==> src/rtl/soc_bus_pkg.sv <==
// Shared bus types: arbiter FSM states and grant encodings.
// Imported by dmem_arbiter and dmem_arb_select.
package soc_bus_pkg;

    typedef enum logic {
        ST_ARB  = 1'b0,
        ST_RESP = 1'b1
    } arb_state_e;

    typedef logic [1:0] gnt_t;

    localparam gnt_t GNT_NONE = 2'd0;
    localparam gnt_t GNT_CPU  = 2'd1;
    localparam gnt_t GNT_CONV = 2'd2;
    localparam gnt_t GNT_DP   = 2'd3;

endpackage

==> src/rtl/dmem_arb_select.sv <==
// Winner selection: CPU priority, conv/dp round-robin, optional starvation guard.
// Ports: clk_i, reset_i, *_req_i, take_i (FSM accepted winner), winner_o.
// Macro DMEM_ARBITER_STARVE_GUARD_EN enables the starvation counter.
module dmem_arb_select
    import soc_bus_pkg::*;
#(
    parameter int STARVE_LIMIT = 4
) (
    input  logic clk_i,
    input  logic reset_i,
    input  logic cpu_req_i,
    input  logic conv_req_i,
    input  logic dp_req_i,
    input  logic take_i,
    output gnt_t winner_o
);

    logic dsp_pend;
    logic prefer_dp;
    logic force_dsp;
    gnt_t dsp_pick;

    assign dsp_pend = conv_req_i | dp_req_i;

    always_comb begin
        dsp_pick = GNT_DP;
        if (conv_req_i && dp_req_i) begin
            dsp_pick = prefer_dp ? GNT_DP : GNT_CONV;
        end else if (conv_req_i) begin
            dsp_pick = GNT_CONV;
        end
    end

`ifdef DMEM_ARBITER_STARVE_GUARD_EN
    logic [3:0] starve_q;

    assign force_dsp = dsp_pend && (starve_q == 4'(STARVE_LIMIT));

    // Counts CPU wins that overtook a waiting DSP.
    always_ff @(posedge clk_i or posedge reset_i) begin
        if (reset_i) begin
            starve_q <= '0;
        end else if (!dsp_pend) begin
            starve_q <= '0;
        end else if (take_i) begin
            if (winner_o == GNT_CPU) begin
                starve_q <= starve_q + 4'd1;
            end else begin
                starve_q <= '0;
            end
        end
    end
`else
    assign force_dsp = 1'b0;
`endif

    always_comb begin
        winner_o = GNT_NONE;
        if (cpu_req_i && !force_dsp) begin
            winner_o = GNT_CPU;
        end else if (dsp_pend) begin
            winner_o = dsp_pick;
        end
    end

    // Pointer moves only on DSP wins; reset favours conv.
    always_ff @(posedge clk_i or posedge reset_i) begin
        if (reset_i) begin
            prefer_dp <= 1'b0;
        end else if (take_i && winner_o[1]) begin
            prefer_dp <= (winner_o == GNT_CONV);
        end
    end

endmodule

==> src/rtl/dmem_arbiter.sv <==
// Three-requester (cpu, conv, dp) arbiter onto one sync-read data memory.
// Ports: clk_i, reset_i, per-requester req/we/addr/wdata in, ack/err/rdata out,
// dm_* memory port, grant_o, busy_o. Macro: DMEM_ARBITER_STARVE_GUARD_EN.
module dmem_arbiter
    import soc_bus_pkg::*;
#(
    parameter int DATA_WIDTH     = 32,
    parameter int ADDR_WIDTH     = 32,
    parameter int MEM_ADDR_WIDTH = 8,
    parameter logic [ADDR_WIDTH-1:0] MEM_BASE_ADDR = '0,
    parameter int STARVE_LIMIT   = 4
) (
    input  logic                      clk_i,
    input  logic                      reset_i,
    input  logic                      cpu_req_i,
    input  logic                      cpu_we_i,
    input  logic [ADDR_WIDTH-1:0]     cpu_addr_i,
    input  logic [DATA_WIDTH-1:0]     cpu_wdata_i,
    input  logic                      conv_req_i,
    input  logic                      conv_we_i,
    input  logic [ADDR_WIDTH-1:0]     conv_addr_i,
    input  logic [DATA_WIDTH-1:0]     conv_wdata_i,
    input  logic                      dp_req_i,
    input  logic                      dp_we_i,
    input  logic [ADDR_WIDTH-1:0]     dp_addr_i,
    input  logic [DATA_WIDTH-1:0]     dp_wdata_i,
    output logic                      cpu_ack_o,
    output logic                      cpu_err_o,
    output logic [DATA_WIDTH-1:0]     cpu_rdata_o,
    output logic                      conv_ack_o,
    output logic                      conv_err_o,
    output logic [DATA_WIDTH-1:0]     conv_rdata_o,
    output logic                      dp_ack_o,
    output logic                      dp_err_o,
    output logic [DATA_WIDTH-1:0]     dp_rdata_o,
    output logic [MEM_ADDR_WIDTH-1:0] dm_addr_o,
    output logic [DATA_WIDTH-1:0]     dm_wdata_o,
    output logic                      dm_we_o,
    output logic                      dm_re_o,
    input  logic [DATA_WIDTH-1:0]     dm_rdata_i,
    output logic [1:0]                grant_o,
    output logic                      busy_o
);

    // One extra bit so base + span cannot wrap.
    localparam logic [ADDR_WIDTH:0] BASE_EXT = {1'b0, MEM_BASE_ADDR};
    localparam logic [ADDR_WIDTH:0] SPAN =
        (ADDR_WIDTH+1)'(1) << (MEM_ADDR_WIDTH + 2);
    localparam logic [ADDR_WIDTH:0] TOP_EXT =
        BASE_EXT + SPAN - (ADDR_WIDTH+1)'(1);

    arb_state_e state_q, state_d;
    gnt_t       grant_q, grant_d;
    logic       err_q, err_d;
    logic       we_q, we_d;
    gnt_t       winner;
    logic       take;

    logic                  sel_we;
    logic [ADDR_WIDTH-1:0] sel_addr;
    logic [DATA_WIDTH-1:0] sel_wdata;
    logic                  in_range;
    logic [DATA_WIDTH-1:0] rd;

    dmem_arb_select #(
        .STARVE_LIMIT(STARVE_LIMIT)
    ) u_sel (
        .clk_i     (clk_i),
        .reset_i   (reset_i),
        .cpu_req_i (cpu_req_i),
        .conv_req_i(conv_req_i),
        .dp_req_i  (dp_req_i),
        .take_i    (take),
        .winner_o  (winner)
    );

    always_comb begin
        sel_we    = 1'b0;
        sel_addr  = '0;
        sel_wdata = '0;
        unique case (winner)
            GNT_CPU: begin
                sel_we    = cpu_we_i;
                sel_addr  = cpu_addr_i;
                sel_wdata = cpu_wdata_i;
            end
            GNT_CONV: begin
                sel_we    = conv_we_i;
                sel_addr  = conv_addr_i;
                sel_wdata = conv_wdata_i;
            end
            GNT_DP: begin
                sel_we    = dp_we_i;
                sel_addr  = dp_addr_i;
                sel_wdata = dp_wdata_i;
            end
            default: ;
        endcase
    end

    assign in_range = ({1'b0, sel_addr} >= BASE_EXT) &&
                      ({1'b0, sel_addr} <= TOP_EXT);

    always_ff @(posedge clk_i or posedge reset_i) begin
        if (reset_i) begin
            state_q <= ST_ARB;
            grant_q <= GNT_NONE;
            err_q   <= 1'b0;
            we_q    <= 1'b0;
        end else begin
            state_q <= state_d;
            grant_q <= grant_d;
            err_q   <= err_d;
            we_q    <= we_d;
        end
    end

    // Memory strobes are combinational in ARB so the sync read lands in RESP.
    always_comb begin
        state_d    = state_q;
        grant_d    = grant_q;
        err_d      = err_q;
        we_d       = we_q;
        take       = 1'b0;
        dm_addr_o  = '0;
        dm_wdata_o = '0;
        dm_we_o    = 1'b0;
        dm_re_o    = 1'b0;
        unique case (state_q)
            ST_ARB: begin
                if (!reset_i && winner != GNT_NONE) begin
                    take    = 1'b1;
                    state_d = ST_RESP;
                    grant_d = winner;
                    err_d   = !in_range;
                    we_d    = sel_we;
                    if (in_range) begin
                        dm_addr_o  = sel_addr[MEM_ADDR_WIDTH+1:2];
                        dm_wdata_o = sel_wdata;
                        dm_we_o    = sel_we;
                        dm_re_o    = !sel_we;
                    end
                end
            end
            ST_RESP: begin
                state_d = ST_ARB;
                grant_d = GNT_NONE;
            end
            default: state_d = ST_ARB;
        endcase
    end

    assign rd = (we_q || err_q) ? '0 : dm_rdata_i;

    always_comb begin
        cpu_ack_o    = 1'b0;
        cpu_err_o    = 1'b0;
        cpu_rdata_o  = '0;
        conv_ack_o   = 1'b0;
        conv_err_o   = 1'b0;
        conv_rdata_o = '0;
        dp_ack_o     = 1'b0;
        dp_err_o     = 1'b0;
        dp_rdata_o   = '0;
        if (state_q == ST_RESP) begin
            unique case (grant_q)
                GNT_CPU: begin
                    cpu_ack_o   = 1'b1;
                    cpu_err_o   = err_q;
                    cpu_rdata_o = rd;
                end
                GNT_CONV: begin
                    conv_ack_o   = 1'b1;
                    conv_err_o   = err_q;
                    conv_rdata_o = rd;
                end
                GNT_DP: begin
                    dp_ack_o   = 1'b1;
                    dp_err_o   = err_q;
                    dp_rdata_o = rd;
                end
                default: ;
            endcase
        end
    end

    assign grant_o = grant_q;
    assign busy_o  = (state_q == ST_RESP);

endmodule

==> config.mk <==
export PLATFORM = sky130hd
export DESIGN_NAME = dmem_arbiter
export DESIGN_NICKNAME = d
export VERILOG_FILES = /design/src/rtl/soc_bus_pkg.sv /design/src/rtl/dmem_arb_select.sv /design/src/rtl/dmem_arbiter.sv
export SDC_FILE = /design/constraint.sdc
export NUM_CORES = 1
export LEC_CHECK = 0
export CAP_MARGIN = 20
export CORE_AREA = 2 2 148 150
export CTS_BUF_LIST = sky130_fd_sc_hd__clkbuf_8
export DETAILED_ROUTE_END_ITERATION = 8
export DIE_AREA = 0 0 150 152
export MAX_ROUTING_LAYER = met4
export PLACE_DENSITY = 0.49
export SETUP_SLACK_MARGIN = 0.15
export SLEW_MARGIN = 10
export SYNTH_ARGS = -nofsm -noshare
export SYNTH_HDL_FRONTEND = slang
export SYNTH_SLANG_ARGS = --single-unit
==> constraint.sdc <==
create_clock -name clk_i -period 6.8 [get_ports clk_i]
set_clock_uncertainty 0.15 [all_clocks]
set_input_delay 2.04 -clock clk_i [delete_from_list [all_inputs] [get_ports clk_i]]
set_output_delay 2.04 -clock clk_i [all_outputs]
set_load 0.02 [all_outputs]
### After elaboration in Yosys (flattened, before gate mapping)

Cells that the tools add are included.

| operators by class | value |
|---|---|
| add/sub/neg operators | 0 |
| multipliers | 0 |
| divide/modulo/power cells | 0 |
| magnitude comparators | 1 |
| eq/ne operators | 7 |
| shift-type cells | 0 |
| muxes and demuxes | 44 |
| bitwise gates (word level) | 2 |
| reduce and logical (&&, ||, !) cells | 9 |

Operators with widths:

| kind | count |
|---|---|
| 32-bit 2-to-1 mux | 10 |
| 32-bit case mux with 3 select lines | 2 |
| 32-bit by 10-bit less-or-equal comparator with 1-bit output, second input constant | 1 |
| 8-bit 2-to-1 mux | 3 |
| 1-bit 2-to-1 mux | 22 |
| 2-bit == test, second input constant | 4 |
| 2-bit 2-to-1 mux | 4 |
| 2-bit by 1-bit == test with 1-bit output, second input constant | 2 |
| 2-bit case mux with 2 select lines | 1 |
| 1-bit logical AND | 3 |
| 1-bit zero test | 3 |
| 1-bit case mux with 3 select lines | 1 |
| 2-bit inequality test, second input constant | 1 |
| 1-bit case mux with 2 select lines | 1 |
| 2-bit AND reduction | 1 |
| 2-bit nonzero test | 1 |
| 1-bit logical OR | 1 |
| 1-bit inverter | 1 |
| 1-bit OR | 1 |

| storage, ports and cells | value |
|---|---|
| register bits | 6 |
| latch bits | 0 |
| memory bits (writable) | 0 |
| memory bits (read-only) | 0 |
| bits of input ports | 232 |
| output and inout bits | 147 |
| word-level logic and storage cells | 68 |
| memories | 0 |

### Longest topological paths before layout

Gate-level depths: netlist (run 1).

| depth | value |
|---|---|
| depth after elaboration | 10 |
| depth in mapped cells | 8 |
| gate-level depth less buffers | 5 |

### Hierarchy

A second synthesis (run 1) with hierarchy kept.

| unflattened totals | value |
|---|---|
| cell total of the unflattened synthesis | 400 |
| area total of the unflattened synthesis | 2454.9 um^2 |

Modules (own cells, without submodules):

| module | instances | cells each | area an instance (um^2) | seq. area each (um^2) |
|---|---|---|---|---|
| dmem_arbiter | 1 | 391 | 2374.8 | 125.1 |
| dmem_arb_select | 1 | 9 | 80.1 | 25.0 |

### Worst setup path after synthesis (run 1)

No wires, ideal clock.

| timing | value |
|---|---|
| path kind | input to output |
| from | input port dp_addr_i[30] |
| to | output port dm_addr_o[0] |
| arrival time | 3.584 ns |
| data required time | 4.610 ns |
| path slack | 1.026 ns |
| stages on the path | 5 |
| path buffers | 1 |
| cells stage by stage | or4_4 -> o41ai_4 -> nand4_4 -> buf_6 -> nor2_1 |

| on the way | value |
|---|---|
| longest elaborated chain between the ends | 5 |

RTL lines:

| what | line | text |
|---|---|---|
| start: declaration | dmem_arbiter.sv:25 | `input logic [ADDR_WIDTH-1:0] dp_addr_i,` |
| 32-bit case mux with 3 select lines | dmem_arbiter.sv:81 | `unique case (winner)` |
| 32-bit by 10-bit less-or-equal comparator with 1-bit output | dmem_arbiter.sv:102 | `({1'b0, sel_addr} <= TOP_EXT);` |
| 8-bit 2-to-1 mux | dmem_arbiter.sv:137 | `if (in_range) begin` |
| 8-bit 2-to-1 mux | dmem_arbiter.sv:131 | `if (!reset_i && winner != GNT_NONE) begin` |
| 8-bit 2-to-1 mux | dmem_arbiter.sv:129 | `unique case (state_q)` |
| end: declaration | dmem_arbiter.sv:36 | `output logic [MEM_ADDR_WIDTH-1:0] dm_addr_o,` |

Every way passes these cells.

### Final worst setup path (run 1)

| timing | value |
|---|---|
| from | input port conv_addr_i[29] |
| to | output port dm_wdata_o[15] |

| on the way | value |
|---|---|
| longest elaborated chain between the ends | 5 |

RTL lines:

| what | line | text |
|---|---|---|
| start: declaration | dmem_arbiter.sv:21 | `input logic [ADDR_WIDTH-1:0] conv_addr_i,` |
| 32-bit case mux with 3 select lines | dmem_arbiter.sv:81 |  |
| 32-bit by 10-bit less-or-equal comparator with 1-bit output | dmem_arbiter.sv:102 |  |
| 32-bit 2-to-1 mux | dmem_arbiter.sv:137 |  |
| 32-bit 2-to-1 mux | dmem_arbiter.sv:131 |  |
| 32-bit 2-to-1 mux | dmem_arbiter.sv:129 |  |
| end: declaration | dmem_arbiter.sv:37 | `output logic [DATA_WIDTH-1:0] dm_wdata_o,` |

Every way passes these cells.

==> results of run 1 <==
-- final timing paths --
kind                                        startpoint           endpoint  slack [ns]  cells past startpoint
max                                    conv_addr_i[29]     dm_wdata_o[15]        0.36                      7
min                                   we_q$_DFFE_PP0P_   we_q$_DFFE_PP0P_        0.39                      2
max reg2reg                u_sel.prefer_dp$_DFFE_PP0P_  err_q$_DFFE_PP0P_        5.12                      6
min reg2reg                           we_q$_DFFE_PP0P_   we_q$_DFFE_PP0P_        0.39                      2
max in group asynchronous                      reset_i   we_q$_DFFE_PP0P_        4.32                      2
min in group asynchronous                      reset_i  err_q$_DFFE_PP0P_        2.02                      2
-- layer usage --
layer	track usage [%]	part of all wire [%]	vias to the layer above	wire, um
li1	-	-	1829	-
met1	14.3	38	1690	5840
met2	22.7	51	233	7780
met3	2.82	8.8	18	1340
met4	4.45	1.8	0	277
met5	-	0	-	0
-- cell type report --
type / count / area (um2)
Sequential cell: 6 / 150
Antenna cell: 3 / 7.51
Timing Repair Buffer: 383 / 3790
Clock buffer: 3 / 41.3
Fill cell: 2383 / 15500
Tap cell: 280 / 350
Multi-Input combinational cell: 260 / 1450
Inverter: 8 / 35.0
-- critical path, cell delays in order --
cell and delay (ns):
clkdlybuf4s50_1 0.43, or4_4 0.53, o41ai_4 0.34, nand4_4 0.14, buf_12 0.20, nor2_1 0.18, dlygate4sd2_1 0.36
-- sequential cells by signal, indices dropped and copies added (netlist names) --
signal	cells
busy_o	1
err_q	1
grant_o	2
u_sel.prefer_dp	1
we_q	1
-- kinds of logic after synthesis --
| family | Yosys count |
|---|---|
| AOI/OAI and AO/OA | 53 |
| DFF | 6 |
| and+or+nand+nor | 207 |
| buffers and inverters | 41 |
-- Yosys cell counts (all sizes together) --
master	count	area [um2]
or4	3	33.8
o211a	1	10.0
a31oi	1	6.26
a222oi	41	410
nand4	4	40.0
and3	2	12.5
nor4	12	75.1
a211oi	1	20.0
o21a	1	7.51
nand2b	1	6.26
a21oi	2	10.0
dfrtp	6	150
nand3	1	5.00
nor2	146	553
o41ai	3	82.6
buf	7	78.8
nand2	36	135
inv	8	35.0
a41oi	1	8.76
or2	2	12.5
o221a	1	11.3
o21ai	1	5.00
clkbuf	26	97.6
-- power by group through the flow --
| stage | Clock [W] | Sequential, W | Combinational (W) |
|---|---|---|---|
| final | 0.0000516 | 0.0000491 | 0.000300 |
| after global placement | 0 | 0.0000497 | 0.000310 |
| after global routing | 0.0000569 | 0.0000506 | 0.000325 |
| after floorplan | 0 | 0.0000501 | 0.000112 |
| after CTS | 0.0000540 | 0.0000493 | 0.000305 |
| after detailed placement | 0 | 0.0000497 | 0.000309 |
-- metrics by stage --
step	worst slack, ns	instances	power [W]
4_1_cts	0.154	940	0.000409
6_report	0.359	943	0.000401
3_5_place_dp	0.0584	937	0.000359
5_1_grt	0.222	943	0.000433
2_1_floorplan	1.03	307	0.000162
3_3_place_gp	0.000592	937	0.000360
-- what timing repair did --
action,in CTS,in global routing
endpoints found under the hold margin,0,0
gates resized for setup,41,1
endpoints found under the setup margin,41,1
hold buffers,0,0
==> reports/results.ini, run 1 <==
[route]
wirelength_um = 15200
viasPerCell = 4.00
drtAntennaViolNets = 0
vias = 3770
drc = 0
wl_per_cell_um = 16.2
dr.pass1.iters = 8
drt-initial-drc-count = 318

[setup_path]
startpoint_type = input pin
crit_required_ns = 4.61
cp_max_fo = 43
critical_path_class = in -> out
cp-end-kind = output pin
critPathArrivalTime_ns = 4.25

[final_layout]
nNetsFinal = 894
final_util_pct = 27.3
postLayoutCellArea_mm2 = 0.00582
layout-drive-gt1-share_pct = 4.70
syn2layout_area_growth_pct = 222
layout_commonest_cell = clkdlybuf4s50_1
most-common-layout-cells = 329 x clkdlybuf4s50_1, 143 x nor2_1, 41 x a222oi_1, 41 x dlygate4sd2_1, 36 x nand2_1

[die]
dieArea_mm2 = 0.0228
die_w_um = 150
rows = 54
coreArea_mm2 = 0.0214
ios = 379
initial_core_util_pct = 8.46
dieHeight_um = 152

[sta]
period_minus_slack_ns = 6.44
timing.fmax_mhz = 155
slew_violations = 0
rsz0062_at_grt = false
min_period_over_period_pct = 94.7
relSlewSlack_pct = 53.3
setup_tns_ns = 0
hold_viol_final = 0
max_slew.worst_pin.slew_ns = 0.700
hold_slack_ns = 0.392
setup_viol = 0

[yosys]
synthAdderAreaFrac_pct = 0
synthCells = 307
yosysUniqueCellTypes = 27
synth-seq-cells = 6
syn_avg_cell_area_um2 = 5.89
yosysWarnings = 0
synth_fp_nets = 539
synth_top_family_by_area = simple AND/OR/NAND/NOR gates
seq_area_frac_synth_pct = 8.31
syn_area_mm2 = 0.00181
synth-xor-area-share_pct = 0
muxShareOfSynthArea_pct = 0
synth-simple-area-share_pct = 48.3
synth-compound-area-share_pct = 31.6

[pwr]
p_clk_share_pct = 12.9
switching_share_pct = 36.2
seqPwrFrac_pct = 12.2
p_leak_nw = 2.13
vdd_ir_drop_max_v = 0.0000410
p_int_w = 0.000256
pwr-share-comb_pct = 74.9
power.switching_w = 0.000145
power.density_mw_per_mm2 = 68.8

[clock_tree]
cts_made_buffers = 3
clkTransAtPathRegs_ns = 0.03
clkLatencyLatePin_ns = 0.22
cts_buffer_depth = 2
cts-root-buf = clkbuf_8
cts_tree = built
htree_levels = 1
cts_sinks = 6
postCtsSetupRepairBufs = 0

[placement]
place_area_mm2 = 0.00582
place_congestion = 0.803
hpwl_um = 12800
io_buffers = 372

[job]
max_cap_viol_count = 0

[min_path]
hold_path.class = reg -> reg

[global_routing]
grt_overflow = 0
antenna_found_initial = 3
grt_max_degree = 44
grt_use_total_pct = 12.9
grt_pass1_wl_um = 22200
grt_pass1_vias = 3884

[run_status]
status = finished, final reports clean

Note: power is estimated with default switching activity, not from simulation.
==> run 2: changes to the inputs <==
Settings changed: CORE_AREA 2 2 148 150 to 2 2 147 149, DIE_AREA 0 0 150 152 to 0 0 149 151.
Clock period 6.8 ns to 6 ns, I/O delays scaled along.
==> reports/results.ini, run 2 (synthesis results as in run 1) <==
[setup_path]
crit_buf_inv = 4
cp-end-kind = output pin
path_cells = clkdlybuf4s50_1 > or4_4 > o41ai_4 > nand4_4 > buf_12 > buf_12 > nor2_2 > clkdlybuf4s15_2
crit_required_ns = 4.05
max_stage_delay_ns = 0.50
startpoint_type = input pin
path_common_cell = buf_12
cpLargestDelayFamily = buffers and inverters
rrSetupSlack_ns = 4.00
critPathArrivalTime_ns = 3.93
slowest_stage = or4_4
cp_max_fo = 6
critical_path_class = in -> out
ff2ff_path_depth = 9
cp.depth = 8

[global_routing]
grtUsageMet3_pct = 3.34
grt_use_total_pct = 13.2
met1_usage_pct = 14.4
grt_pass1_vias = 3724
grt_overflow = 0
grt_pass1_wl_um = 22200
grt_max_degree = 44
antenna_found_initial = 1
grt_busiest_layer = met2
met2_usage_pct = 24.7

[die]
initial_core_util_pct = 8.68
dieArea_mm2 = 0.0225
dieHeight_um = 151
die_w_um = 149
ios = 379
rows = 53
coreArea_mm2 = 0.0208

[clock_tree]
cts_buffer_depth = 2
cts_made_buffers = 3
cts_tree = built
clkTransAtPathRegs_ns = 0.04
clkLatencyLatePin_ns = 0.22
postCtsHoldBufs = 0
htree_levels = 1
cts_sinks = 6
cts-root-buf = clkbuf_8

[sta]
min_period_over_period_pct = 98.0
slew_violations = 0
relSlewSlack_pct = 62.7
period_minus_slack_ns = 5.88
setup_viol = 0
max_slew.worst_pin.slew_ns = 0.559
rsz0062_at_grt = true
timing.fmax_mhz = 170
hold_viol_final = 0

[route]
wl_per_cell_um = 17.4
vias = 3898
drt-initial-drc-count = 246
wirelength_um = 16700
drtAntennaViolNets = 0
dr.pass1.iters = 9
viasPerCell = 4.07
drc = 0

[final_layout]
syn2layout_area_growth_pct = 243
most-common-layout-cells = 303 x clkdlybuf4s50_1, 131 x nor2_1, 41 x a222oi_1, 36 x nand2_1, 27 x buf_2
layout_commonest_cell = clkdlybuf4s50_1
final_cell_count_no_fill = 957
largest_register_ffs = 2
layout-drive-gt1-share_pct = 17.2
nNetsFinal = 915

[placement]
placed_cells = 944
io_buffers = 372
place_congestion = 0.778
hpwl_um = 13200

[pwr]
p_leak_nw = 2.40
power.density_mw_per_mm2 = 79.5
vdd_ir_drop_max_v = 0.0000469
power_w = 0.000493

[run_status]
status = finished, final reports clean

[job]
max_cap_viol_count = 0

[min_path]
hold_path.class = reg -> reg
min_path_cells = 2

-- run 2: cell count changes in the layout (fill, tap and decap cells not counted), moves of 12 or more --
| cell | before | now |
|---|---|---|
| buf_4 | 8 | 25 |
| clkdlybuf4s50_1 | 329 | 303 |
| dlygate4sd2_1 | 41 | 0 |
| buf_2 | 1 | 27 |
| dlymetal6s2s_1 | 1 | 26 |
| nor2_1 | 143 | 131 |
-- run 2: tightest hold or removal path: stages, from the launching register on --
cell and delay [ns]:
dfrtp_1 0.35, nor2_1 0.05, a21oi_1 0.10
-- run 2: repair_timing --
item,4_1_cts,5_1_grt
cloned,0,4
resized for setup,140,113
setup endpoints to repair,41,42
pin swaps,0,20
setup buffers,0,5
-- run 2: final timing paths --
kind,from,end
worst max-delay path,dp_addr_i[28],dm_addr_o[4]
worst min-delay path,we_q$_DFFE_PP0P_,we_q$_DFFE_PP0P_
worst max register to register,u_sel.prefer_dp$_DFFE_PP0P_,err_q$_DFFE_PP0P_
worst min register to register,we_q$_DFFE_PP0P_,we_q$_DFFE_PP0P_
max in group asynchronous,reset_i,busy_o$_DFF_PP0_
min in group asynchronous,reset_i,grant_o[1]$_DFFE_PP0P_
-- run 2: per-stage QoR --
stage                     setup slack, ns  hold slack (ns)  cell area (um2)  TNS (ns)  utilization (%)
after detailed placement           -0.338            0.386             5890    -10.29             28.3
after floorplan                     0.706            0.337             1810         0                -
after global placement             -0.355            0.381             5890    -11.12             28.3
after CTS                          0.0726            0.397             5920         0             28.4
after global routing               0.0725            0.427             6210         0             29.8
final                               0.120            0.394             6210         0             29.8
-- run 2: final cells by class --
class                   count  area [um2]
multi-input cells         260        1600
inverters                   8        35.0
diodes                      1        2.50
flip-flops and latches      6         150
well taps                 275         344
clock buffers               3        41.3
fillers                  2281       14600
repair buffers            404        4030
-- run 2: routing by layer --
metal | wire length (um) | vias up
met1 | 6160 | 1782
met2 | 8840 | 241
li1 | - | 1861
met4 | 184 | 0
met3 | 1490 | 14
met5 | 0 | -
-- run 2: where the power goes --
part / internal [W] / switching (W) / total, W
registers: 0.0000476 / 0.00000910 / 0.0000567
clock network: 0.0000432 / 0.0000182 / 0.0000614
logic: 0.000216 / 0.000159 / 0.000375
total: 0.000307 / 0.000186 / 0.000493
